===== src/rtl/turbo_half_iter_scheduler.sv =====
// Half-iteration sequencer for a turbo decoder sharing one BCJR engine between
// decoder 0 (natural order) and decoder 1 (interleaved order).
module turbo_half_iter_scheduler #(
  parameter int MAX_ITER = 4,
  parameter int ITER_W   = 3,
  parameter int TIMEOUT  = 64,
  parameter int TO_W     = 7
) (
  input  logic              clk,
  input  logic              rst_n,
  input  logic              start,
  input  logic [ITER_W-1:0] iter_req,
  input  logic              abort,
  output logic              bcjr_in_valid,
  input  logic              bcjr_out_valid,
  output logic              dec_sel,
  output logic              use_apriori,
  output logic              ext_wr_en,
  output logic [ITER_W:0]   half_cnt,
  output logic              busy,
  output logic              done,
  output logic              timeout_err
);

  typedef enum logic [2:0] {S_IDLE, S_ISSUE, S_WAIT, S_NEXT, S_DONE} state_t;

  state_t            state;
  logic [ITER_W-1:0] n_iter;
  logic [ITER_W-1:0] req_clamp;
  logic [ITER_W:0]   last_half;
  logic [TO_W-1:0]   wd;

  // A request of zero still runs one full iteration.
  always_comb begin
    req_clamp = iter_req;
    if (iter_req == '0)
      req_clamp = ITER_W'(1);
    else if (iter_req > ITER_W'(MAX_ITER))
      req_clamp = ITER_W'(MAX_ITER);
  end

  assign last_half   = {n_iter, 1'b0} - (ITER_W+1)'(1);
  assign use_apriori = (half_cnt != '0);
  assign ext_wr_en   = bcjr_out_valid && (state == S_WAIT);

  // bcjr_in_valid, done and busy are flopped together with the state so they
  // track it exactly without decode glitches.
  always_ff @(posedge clk or negedge rst_n) begin
    if (!rst_n) begin
      state         <= S_IDLE;
      n_iter        <= '0;
      wd            <= '0;
      half_cnt      <= '0;
      dec_sel       <= 1'b0;
      timeout_err   <= 1'b0;
      bcjr_in_valid <= 1'b0;
      done          <= 1'b0;
      busy          <= 1'b0;
    end else begin
      bcjr_in_valid <= 1'b0;
      done          <= 1'b0;
      if (abort) begin
        state <= S_IDLE;
        busy  <= 1'b0;
      end else begin
        case (state)
          S_IDLE: if (start) begin
            n_iter        <= req_clamp;
            half_cnt      <= '0;
            dec_sel       <= 1'b0;
            timeout_err   <= 1'b0;
            bcjr_in_valid <= 1'b1;
            busy          <= 1'b1;
            state         <= S_ISSUE;
          end
          S_ISSUE: begin
            wd    <= '0;
            state <= S_WAIT;
          end
          S_WAIT: begin
            if (bcjr_out_valid) begin
              if (half_cnt == last_half) begin
                done  <= 1'b1;
                state <= S_DONE;
              end else begin
                state <= S_NEXT;
              end
            end else if (wd == TO_W'(TIMEOUT-1)) begin
              timeout_err <= 1'b1;
              busy        <= 1'b0;
              state       <= S_IDLE;
            end else begin
              wd <= wd + TO_W'(1);
            end
          end
          S_NEXT: begin
            half_cnt      <= half_cnt + (ITER_W+1)'(1);
            dec_sel       <= ~dec_sel;
            bcjr_in_valid <= 1'b1;
            state         <= S_ISSUE;
          end
          S_DONE: begin
            busy  <= 1'b0;
            state <= S_IDLE;
          end
          default: begin
            busy  <= 1'b0;
            state <= S_IDLE;
          end
        endcase
      end
    end
  end

endmodule

===== config.mk =====
export PLATFORM = sky130hd
export DESIGN_NAME = turbo_half_iter_scheduler
export DESIGN_NICKNAME = d
export VERILOG_FILES = /design/src/rtl/turbo_half_iter_scheduler.sv
export SDC_FILE = /design/constraint.sdc
export NUM_CORES = 1
export LEC_CHECK = 0
export ABC_AREA = 1
export BUFFER_PORTS_ARGS = -buffer_cell sky130_fd_sc_hd__buf_4
export CAP_MARGIN = 30
export CORE_MARGIN = 3
export CORE_UTILIZATION = 55
export DETAILED_ROUTE_END_ITERATION = 8
export GPL_TIMING_DRIVEN = 0
export HOLD_SLACK_MARGIN = 0.12
export PLACE_DENSITY_LB_ADDON = 0.08
export SYNTH_ARGS = -nofsm -noshare
export SYNTH_HDL_FRONTEND = slang
export SYNTH_SLANG_ARGS = --single-unit

===== constraint.sdc =====
create_clock -name clk -period 1.61 [get_ports clk]
set_input_delay 0.322 -clock clk [delete_from_list [all_inputs] [get_ports clk]]
set_output_delay 0.322 -clock clk [all_outputs]
set_load 0.03 [all_outputs]

# After elaboration in Yosys (flattened, before gate mapping)
# Cells that the tools add are included.
[classes]
addsub = 3
n_lt_le_gt_ge = 1
n_eq_ne = 14
muxes = 30
bitwise_logic = 2
n_reduce_logical = 14
[ops]
columns = ["cell", "n"]
rows = [
  ["3-bit two-way mux", 7],
  ["7-bit two-way mux", 2],
  ["7-bit one-hot mux with 2 select lines", 1],
  ["1-bit two-way mux", 13],
  ["3-bit one-hot mux with 4 select lines", 1],
  ["4-bit one-hot mux with 2 select lines", 1],
  ["4-bit AND reduction", 2],
  ["7-bit by 1-bit adder with 7-bit output, second input constant", 1],
  ["7-bit by 6-bit == test with 1-bit output, second input constant", 1],
  ["3-bit by 2-bit == test with 1-bit output, second input constant", 2],
  ["3-bit zero test", 2],
  ["2-bit inequality test, second input constant", 3],
  ["3-bit inequality test, second input constant", 2],
  ["1-bit one-hot mux with 2 select lines", 3],
  ["3-bit AND reduction", 2],
  ["2-bit nonzero test", 3],
  ["5-bit AND reduction", 1],
  ["4-bit by 1-bit adder with 4-bit output, second input constant", 1],
  ["4-bit == test", 1],
  ["4-bit two-way mux", 1],
  ["2-bit by 1-bit inequality test with 1-bit output, second input constant", 2],
  ["4-bit by 3-bit inequality test with 1-bit output, second input constant", 1],
  ["4-bit nonzero test", 1],
  ["4-bit by 1-bit subtractor with 4-bit output, second input constant", 1],
  ["other kinds (8)", 9],
]
[totals]
register_bits = 22
in_bits = 8
out_inout_bits = 11
elab_cells = 73

# Depth between registers and ports, before layout
# Gate-level depths: netlist (run 1).
[depth]
ltp_word = 6
mapped_depth = 11
depth_no_buf = 11

# Least setup slack after synthesis (run 1)
# Ideal clock, no wire load.
[synth_path]
path_kind = "register -> output"
from = "register half_cnt[0]"
to = "output use_apriori"
arrival_ns = 1.102
t_required_ns = 1.288
slack_ns = 0.186
stages_incl_launch_ff = 4
n_path_buf = 0
path_cell_list = "dfrtp_1 > inv_1 > ha_1 > nand3_1"
[synth_between]
elab_chain_cells = 1
[synth_lines]
columns = ["item", "line_no", "source"]
rows = [
  ["start, declared", "19", "output logic [ITER_W:0] half_cnt,"],
  ["start signal, assigned", "97", "half_cnt <= half_cnt + (ITER_W+1)'(1);"],
  ["4-bit nonzero test", "43", "assign use_apriori = (half_cnt != '0);"],
  ["end, declared", "17", "output logic use_apriori,"],
]
# Every way passes these cells.

# Worst setup path in the final report (run 1)
[layout_path]
from = "register state[0]"
to = "output ext_wr_en"
[layout_between]
elab_chain_cells = 2
[layout_lines]
columns = ["item", "line_no", "source"]
rows = [
  ["start, declared", "27", "state_t state;"],
  ["start signal, assigned", "50", "state <= S_IDLE;"],
  ["start signal, assigned", "63", "state <= S_IDLE;"],
  ["start signal, assigned", "74", "state <= S_ISSUE;"],
  ["3-bit by 2-bit == test with 1-bit output", "44", "assign ext_wr_en = bcjr_out_valid && (state == S_WAIT);"],
  ["1-bit logical AND", "44", ""],
  ["end, declared", "18", "output logic ext_wr_en,"],
]
# Every way passes these cells.

==> impl_metrics.py, run 1 <==
metrics = {
    "power_and_ir_drop": {
        "internal-power_uw": 1090,
        "switching_share_pct": 42.0,
        "cellPowerDensity_mw_per_mm2": 1230,
        "seqPwrFrac_pct": 38.3,
        "p_sw_uw": 787,
        "p_clk_share_pct": 13.1,
        "p_leak_uw": 0.000804,
        "ir_drop_v": 0.000928,
        "comb_power_share_pct": 48.6,
    },
    "logic_synthesis": {
        "synthesis.nets": 177,
        "syn_avg_cell_area_um2": 7.66,
        "yosysMostFrequentCell": "nand2_1",
        "ys_seq_elements": 22,
        "synth_top_area_cell": "dfrtp_1",
        "synth-main-ff-cell": "dfrtp_1",
        "netlist_top_cells_count": "nand2_1 (49), dfrtp_1 (22), inv_1 (21)",
        "async_flop_share_pct": 100,
        "seq_area_frac_synth_pct": 43.6,
        "yosysTopAreaCellShare_pct": 43.6,
        "synth_edf_count": 0,
        "syn_inst": 165,
        "netlist_area_mm2": 0.00126,
        "yosys.cell_types.count": 22,
        "synthTopCellsByArea": "dfrtp_1 (44%), nand2_1 (15%), inv_1 (6.2%)",
        "synth_warnings": 0,
    },
    "hold_path": {
        "hold_class": "in -> reg",
    },
    "global_routing": {
        "antenna_found_initial": 0,
        "grt_pass1_vias": 1117,
        "grt_first_pass_wirelength_um": 4760,
        "grt_max_degree": 23,
        "gr-total-overflow": 0,
        "grt_usage_pct": 22.8,
    },
    "cells_and_area": {
        "syn2layout_area_growth_pct": 21.0,
        "nets": 208,
        "drive_gt1_share_pct": 28.4,
        "antennaDiodeCount": 0,
    },
    "timing": {
        "period_needed_ps": 1540,
        "holdWs_ps": 188,
        "post-route-period-util_pct": 95.8,
        "fin_ws_ps": 68.3,
        "max_freq_mhz": 649,
        "hold_viol": 0,
        "fin_skew_ps": 4.31,
        "slew_violations": 0,
        "finalSetupViolCount": 0,
        "max_slew_margin_pct": 80.4,
        "worst_pin_slew_ps": 294,
    },
    "clock_tree": {
        "cts_tree": "yes",
        "htreeDepth": 1,
        "max-clock-path-buffers": 2,
        "clkSinkCount": 22,
        "cts.reportedPaths.clkPinSlew_ps": 120,
        "cts_buffers": 3,
        "clkLatencyLatePin_ps": 300,
        "clockRootBuffer": "clkbuf_4",
    },
    "placement": {
        "place_ws_ps": 159,
        "port_buffers": 18,
        "dp.final_hpwl_um": 2040,
        "place_congestion": 0.783,
    },
    "route": {
        "detail-route-antenna-nets": 0,
        "wl_met3_um": 104,
        "dr.pass1.iters": 4,
        "wl_met2_um": 1350,
        "num_vias": 1142,
        "drt_iter0_drc": 25,
        "post_drt_via_cell_ratio": 5.17,
        "wl_per_cell_um": 12.3,
        "wirelength_um": 2720,
        "drc_errors": 0,
        "drt-met1-wl_um": 1250,
        "routed.top_layer": "met4",
    },
    "floorplan": {
        "die_x_um": 53.9,
        "ios": 19,
        "num_rows": 16,
        "coreArea_mm2": 0.00206,
        "die_y_um": 53.9,
        "start_util_pct": 61.3,
        "dieArea_mm2": 0.00291,
    },
    "outcome": {
        "outcome": "complete, no violations",
    },
    "worst_setup_path": {
        "required_ps": 1290,
        "critPathCaptureType": "primary output",
        "setup.worst_path.class": "reg -> out",
        "startpoint_type": "flip-flop",
        "crit_fanout": 6,
        "arrival_ps": 1220,
    },
    "flow_run": {
        "cap_violations": 0,
    },
}
## stage by stage
step / TNS (ps) / utilization (%) / power [µW] / instance area [µm²] / std cells
6_report: 0 / 74.2 / 1880 / 1530 / 221
5_1_grt: -0.558 / 74.2 / 2010 / 1530 / 221
4_1_cts: 0 / 72.2 / 1830 / 1490 / 217
3_5_place_dp: 0 / 69.5 / 1540 / 1430 / 210
3_3_place_gp: 0 / 69.5 / 1500 / 1430 / 210
2_1_floorplan: 0 / - / 1290 / 1260 / 165
## area by class of cell
type	count	area [µm²]
Sequential cell	22	553
Timing Repair Buffer	26	201
Inverter	25	93.8
Buffer	1	11.3
Tap cell	27	33.8
Fill cell	152	533
Multi-Input combinational cell	117	613
Clock buffer	3	22.5
## power by group through the flow
stage	Combinational, µW	Clock, µW	Sequential, µW
4_1_cts	857	252	719
2_1_floorplan	468	0	825
3_3_place_gp	762	0	742
6_report	912	245	718
3_5_place_dp	794	0	747
5_1_grt	1010	267	730
## cells by family after synthesis
kind of cell             Yosys count  synth area share, %
buffers and inverters             26                 8.32
XOR/XNOR                           1                0.693
AND/OR/NAND/NOR                   94                 36.0
adder cells (fa/ha/maj)            4                 3.96
AO/OA/AOI/OAI                     18                 7.43
flip-flops                        22                 43.6
## critical path, stage by stage (launching register included)
cell	delay, ps
dfrtp_1	410
inv_2	60
nand2_2	80
nor2_8	100
nand2_4	80
inv_2	70
buf_6	120
## path summary, 6_finish.rpt
check / from / endpoint / slack (ps) / cells past startpoint
worst min register to register: dec_sel$_DFFE_PN0P_ / dec_sel$_DFFE_PN0P_ / 520 / 1
worst max-delay path: state[0]$_DFFE_PN0P_ / ext_wr_en / 70 / 6
worst max register to register: state[0]$_DFFE_PN0P_ / n_iter[0]$_DFFE_PN0P_ / 140 / 6
max in group asynchronous: rst_n / half_cnt[1]$_DFFE_PN0P_ / 930 / 2
worst min-delay path: abort / state[2]$_DFFE_PN0P_ / 190 / 2
min in group asynchronous: rst_n / done$_DFF_PN0_ / 430 / 2
## cells in the final DEF (no fill, tap or decap), types with 2 or more instances in the layout
cell type,count
nor2_2,4
buf_4,24
o21ai_1,5
nand2_1,49
inv_1,18
nor3_1,2
nand2_2,6
buf_6,2
dfrtp_2,2
nor2_1,11
ha_1,3
dfrtp_1,20
a21oi_1,6
nand2_4,2
o21ai_0,6
nand3_1,14
or2_2,2
clkbuf_4,3
inv_2,7
## metal layers
layer  GRT usage, %  vias up
met5              0        -
met3           2.77        2
li1               -      577
met1           28.6      543
met4           7.66        0
met2           39.9       20
## repair_timing
item / 4_1_cts / 5_1_grt
pin swaps: 1 / 3
hold buffers: 1 / 0
hold endpoints to repair: 22 / 0
gates resized for setup: 1 / 7
setup buffers: 3 / 4
endpoints found under the setup margin: 2 / 4
## sequential cells by signal, indices dropped and copies added, names as in the netlist
signal / count
bcjr_in_valid: 1
busy: 1
dec_sel: 1
done: 1
half_cnt: 4
n_iter: 3
state: 3
timeout_err: 1
wd: 7
(Power assumes the default switching activity.)
==> run 2, diff against run 1 <==
--- a/config.mk
+++ b/config.mk
@@ -10,10 +10,11 @@
 export CAP_MARGIN = 30
 export CORE_MARGIN = 3
 export CORE_UTILIZATION = 55
+export CTS_CLUSTER_DIAMETER = 30
 export DETAILED_ROUTE_END_ITERATION = 8
-export GPL_TIMING_DRIVEN = 0
 export HOLD_SLACK_MARGIN = 0.12
 export PLACE_DENSITY_LB_ADDON = 0.08
+export SETUP_SLACK_MARGIN = 0.15
 export SYNTH_ARGS = -nofsm -noshare
 export SYNTH_HDL_FRONTEND = slang
 export SYNTH_SLANG_ARGS = --single-unit
==> run 2 against run 1 <==
- first-iteration DRC count is 88% higher
- core utilization is 4.4 points higher
- setup slack worse by 5.3 ps
- sequential cell count stayed put
- fmax is 0.34% lower
- critical endpoint unchanged
- cell area is 5.9% higher
- non-clock buffer count is 5 higher
- clock-buffer cell count stayed put
- total power is 7.0% higher
- routed wire length is 12% higher
- combinational power is 13% higher
- sequential power is 2% higher
==> impl_metrics.py, run 2 (same netlist as run 1, synthesis figures left out) <==
metrics = {
    "outcome": {
        "outcome": "complete, no violations",
    },
    "cells_and_area": {
        "n_fill_cell": 152,
        "top_regs": "wd x7, half_cnt x4",
        "layout_common_cells": "nand2_1 (46), buf_4 (29), dfrtp_1 (22), inv_1 (18), nand3_1 (12)",
        "nets": 214,
        "regMostFlops": "wd",
        "drive_gt1_share_pct": 34.0,
        "antennaDiodeCount": 0,
        "syn2layout_area_growth_pct": 28.1,
        "largest_reg_flops": 7,
        "layout_commonest_cell": "nand2_1",
    },
    "global_routing": {
        "grt_pass1_vias": 1129,
        "grt_first_pass_wirelength_um": 5000,
        "grt_max_degree": 23,
        "grt_usage_pct": 23.6,
        "antenna_found_initial": 0,
        "gr-total-overflow": 0,
    },
    "worst_setup_path": {
        "path_cells": "inv_2, nand2_4, nor2_8, nand2_4, inv_2, buf_6",
        "critPathCaptureType": "primary output",
        "arrival_ps": 1220,
        "setup.worst_path.class": "reg -> out",
        "required_ps": 1290,
        "slowest_delay_ps": 440,
        "critPathSlowestCell": "dfrtp_1",
        "crit_fanout": 2,
        "startpoint_type": "flip-flop",
    },
    "power_and_ir_drop": {
        "cellPowerDensity_mw_per_mm2": 1240,
        "p_leak_uw": 0.000850,
        "ir_drop_v": 0.000933,
    },
    "route": {
        "drc_errors": 0,
        "wl_per_cell_um": 13.4,
        "drt_iter0_drc": 47,
        "wirelength_um": 3040,
        "dr.pass1.iters": 4,
        "detail-route-antenna-nets": 0,
        "num_vias": 1175,
        "post_drt_via_cell_ratio": 5.18,
    },
    "hold_path": {
        "hold_class": "in -> reg",
    },
    "timing": {
        "post-route-period-util_pct": 96.1,
        "max_freq_mhz": 646,
        "holdWs_ps": 202,
        "finalSetupViolCount": 0,
        "hold_viol": 0,
        "slew_violations": 0,
        "fin_skew_ps": 6.12,
        "tns_ps": 0,
        "max_slew_margin_pct": 80.5,
        "rsz0062_at_grt": "true",
        "worst_pin_slew_ps": 292,
        "period_needed_ps": 1550,
    },
    "floorplan": {
        "die_x_um": 53.9,
        "dieArea_mm2": 0.00291,
        "die_y_um": 53.9,
        "ios": 19,
        "coreArea_mm2": 0.00206,
        "num_rows": 16,
        "start_util_pct": 61.3,
    },
    "clock_tree": {
        "htreeDepth": 1,
        "cts.reportedPaths.clkPinSlew_ps": 120,
        "clkLatencyLatePin_ps": 300,
        "cts_buffers": 3,
        "max-clock-path-buffers": 2,
        "clockRootBuffer": "clkbuf_4",
        "clkSinkCount": 22,
        "cts_tree": "yes",
    },
    "placement": {
        "port_buffers": 18,
        "place_congestion": 0.762,
        "dp.final_hpwl_um": 2060,
    },
    "flow_run": {
        "cap_violations": 0,
    },
}
run 2: final cells by class:
cell class / count / area [µm²] / area share (%)
Clock buffer: 3 / 22.5 / 1.39
Inverter: 25 / 93.8 / 5.80
Multi-Input combinational cell: 118 / 668 / 41.3
Sequential cell: 22 / 551 / 34.0
Tap cell: 27 / 33.8 / 2.09
Timing Repair Buffer: 32 / 250 / 15.5
run 2: worst paths after layout:
check	start	endpoint	slack (ps)	depth (start not counted)
setup / recovery	state[0]$_DFFE_PN0P_	ext_wr_en	60	6
hold / removal	abort	done$_DFF_PN0_	200	2
setup reg to reg	n_iter[0]$_DFFE_PN0P_	state[1]$_DFFE_PN0P_	160	11
hold reg to reg	dec_sel$_DFFE_PN0P_	dec_sel$_DFFE_PN0P_	510	1
max in group asynchronous	rst_n	half_cnt[0]$_DFFE_PN0P_	960	2
min in group asynchronous	rst_n	wd[3]$_DFFE_PN0P_	430	2
run 2: per-stage QoR:
| stage | cells | cell area, µm² | worst slack, ps | total power [µW] | util [%] |
|---|---|---|---|---|---|
| floorplan | 165 | 1260 | 186 | 1290 | - |
| global placement | 210 | 1430 | 227 | 1500 | 69.3 |
| detailed placement | 210 | 1430 | 175 | 1530 | 69.3 |
| CTS | 222 | 1550 | 71.6 | 1900 | 75.2 |
| global route | 227 | 1620 | 27.6 | 2160 | 78.5 |
| finish | 227 | 1620 | 63.0 | 2010 | 78.5 |
run 2: worst max-delay path, delay by kind of cell, from the launching register on:
kind | cells | cell delay, ps
buffers and inverters | 3 | 260
DFF | 1 | 440
and+or+nand+nor | 3 | 210
run 2: where the power goes:
group          switching [µW]  internal [µW]
Combinational             615            413
Clock                     163           87.1
Sequential               74.8            654
run 2: metal layers:
metal	track usage (%)	up-vias	part of all wire (%)
met3	3.32	4	5.0
li1	-	587	-
met1	32.7	553	45
met4	4.26	0	0.69
met2	39.3	31	50
met5	0	-	0
run 2: repair_timing:
item | 4_1_cts | 5_1_grt
pin swaps | 3 | 3
gates cloned | 0 | 1
hold buffers | 1 | 0
setup buffers | 8 | 4
resized for setup | 9 | 10
endpoints found under the hold margin | 22 | 0
setup endpoints to repair | 2 | 17
==> run 3, diff against run 2 <==
--- a/config.mk
+++ b/config.mk
@@ -9,7 +9,8 @@
 export BUFFER_PORTS_ARGS = -buffer_cell sky130_fd_sc_hd__buf_4
 export CAP_MARGIN = 30
 export CORE_MARGIN = 3
-export CORE_UTILIZATION = 55
+export CORE_UTILIZATION = 58
+export CTS_BUF_LIST = sky130_fd_sc_hd__clkbuf_4 sky130_fd_sc_hd__clkbuf_8
 export CTS_CLUSTER_DIAMETER = 30
 export DETAILED_ROUTE_END_ITERATION = 8
 export HOLD_SLACK_MARGIN = 0.12
==> run 3 against run 2 <==
- sequential cell count did not move
- register-to-register slack improved by 40 ps
- core utilization increased by 3.7 points
- clock skew about the same
- setup slack gained 26 ps
- via count up 3.8%
- global-route usage grew 0.83 points
- sequential share of layout area decreased by 0.47 points
- hold slack worse by 25 ps
- non-clock buffer count is 1 higher
- fmax up 1.7%
- largest cell class unchanged
==> impl_metrics.py, run 3 (same netlist as run 1, synthesis figures left out) <==
metrics = {
    "outcome": {
        "outcome": "complete, no violations",
    },
    "power_and_ir_drop": {
        "ir_drop_v": 0.000903,
        "cellPowerDensity_mw_per_mm2": 1270,
        "p_leak_uw": 0.000860,
    },
    "route": {
        "num_vias": 1220,
        "post_drt_via_cell_ratio": 5.35,
        "drt_iter0_drc": 45,
        "dr.pass1.iters": 4,
        "detail-route-antenna-nets": 0,
        "wl_per_cell_um": 13.5,
        "wirelength_um": 3070,
        "drc_errors": 0,
    },
    "worst_setup_path": {
        "r2r-start": "state[2]$_DFFE_PN0P_",
        "ff2ff_path_depth": 8,
        "slowest_delay_ps": 420,
        "arrival_ps": 1200,
        "crit_fanout": 2,
        "critPathCaptureType": "primary output",
        "critPathSlowestCell": "dfrtp_1",
        "crit_buf_inv": 2,
        "path_cells": "inv_2, ha_4, nand3_2, buf_6",
        "r2r_slack_ps": 200,
        "startpoint_type": "flip-flop",
        "required_ps": 1290,
        "crit_family": "flip-flops",
        "crit_cells": 4,
        "reg2reg_to": "half_cnt[2]$_DFFE_PN0P_",
        "setup.worst_path.class": "reg -> out",
    },
    "floorplan": {
        "die_x_um": 52.7,
        "start_util_pct": 63.1,
        "coreArea_mm2": 0.00200,
        "ios": 19,
        "dieArea_mm2": 0.00277,
        "die_y_um": 52.7,
        "num_rows": 16,
    },
    "cells_and_area": {
        "final_util_pct": 82.2,
        "regMostFlops": "wd",
        "layout_commonest_cell": "nand2_1",
        "largest_reg_flops": 7,
        "antennaDiodeCount": 0,
        "drive_gt1_share_pct": 34.8,
        "nets": 215,
        "top_regs": "wd x7, half_cnt x4",
        "syn2layout_area_growth_pct": 30.2,
        "layout_common_cells": "nand2_1 (46), buf_4 (30), dfrtp_1 (21), inv_1 (16), nand3_1 (13)",
    },
    "timing": {
        "finalSetupViolCount": 0,
        "fin_skew_ps": 5.81,
        "period_needed_ps": 1520,
        "post-route-period-util_pct": 94.4,
        "rsz0062_at_grt": "true",
        "max_slew_margin_pct": 81.6,
        "tns_ps": 0,
        "slew_violations": 0,
        "hold_viol": 0,
        "max_freq_mhz": 658,
        "worst_pin_slew_ps": 276,
    },
    "flow_run": {
        "cap_violations": 0,
    },
    "global_routing": {
        "grt_usage_pct": 24.4,
        "antenna_found_initial": 0,
        "grt_max_degree": 23,
        "gr-total-overflow": 0,
        "grt_first_pass_wirelength_um": 4950,
        "grt_pass1_vias": 1122,
    },
    "clock_tree": {
        "htreeDepth": 1,
        "clkSinkCount": 22,
        "clockRootBuffer": "clkbuf_4",
        "cts_buffers": 3,
        "cts_tree": "yes",
        "max-clock-path-buffers": 2,
        "clkLatencyLatePin_ps": 310,
        "cts.reportedPaths.clkPinSlew_ps": 120,
    },
    "hold_path": {
        "worstHoldStart": "abort",
        "hold_class": "in -> reg",
        "whs_endpoint": "done$_DFF_PN0_",
        "holdPathStages": 2,
    },
    "placement": {
        "port_buffers": 18,
        "dp.final_hpwl_um": 2010,
        "place_congestion": 0.911,
    },
}
[run 3: worst max path at each step]
stage | slack [ps] | end | start
CTS | 110 | ext_wr_en | state[0]$_DFFE_PN0P_
floorplan | 190 | use_apriori | half_cnt[0]$_DFFE_PN0P_
detailed placement | 200 | state[1]$_DFFE_PN0P_ | n_iter[0]$_DFFE_PN0P_
finish | 90 | use_apriori | half_cnt[1]$_DFFE_PN0P_
global route | 60 | ext_wr_en | state[2]$_DFFE_PN0P_
global placement | 200 | state[1]$_DFFE_PN0P_ | n_iter[0]$_DFFE_PN0P_
[run 3: cell type report]
cell class | instances | area (µm²)
well taps | 27 | 33.8
repair buffers | 33 | 258
clock buffers | 3 | 22.5
multi-input cells | 118 | 686
fillers | 129 | 357
inverters | 25 | 93.8
flip-flops and latches | 22 | 552
[run 3: per-layer routing]
layer  vias up  track usage, %  part of all wire [%]
li1        597               -                     -
met1       570            31.9                    43
met2        44            41.3                    48
met3         9            3.99                   6.8
met4         0            6.81                   1.6
met5         -               0                     0
[run 3: metrics by stage]
step                instance area, µm²  std cells  power, µW  hold WS [ps]  worst slack, ps
floorplan                         1260        165       1290          26.4              186
global placement                  1430        210       1490           221              203
detailed placement                1430        210       1520           225              205
CTS                               1550        222       1890           178              110
global route                      1650        228       2220           180             60.5
finish                            1650        228       2090           177             89.4
[run 3: worst register-to-register path, delay by kind of cell (launching register included)]
kind | cells | cell delay [ps]
buffers and inverters | 1 | 80
flip-flops | 1 | 500
AND/OR/NAND/NOR | 7 | 730
[run 3: timing repair]
item | CTS | global route
pin swaps | 3 | 8
buffers inserted | 8 | 5
hold buffers | 1 | 0
endpoints found under the setup margin | 2 | 16
cloned | 0 | 1
endpoints found under the hold margin | 22 | 0
resized for setup | 10 | 14
[run 3: report_power, final]
part / switching [µW] / leakage (µW) / internal [µW]
clock: 164 / 0.0000138 / 87.4
combinational: 650 / 0.000553 / 455
sequential: 76.1 / 0.000293 / 654
total: 890 / 0.000860 / 1200
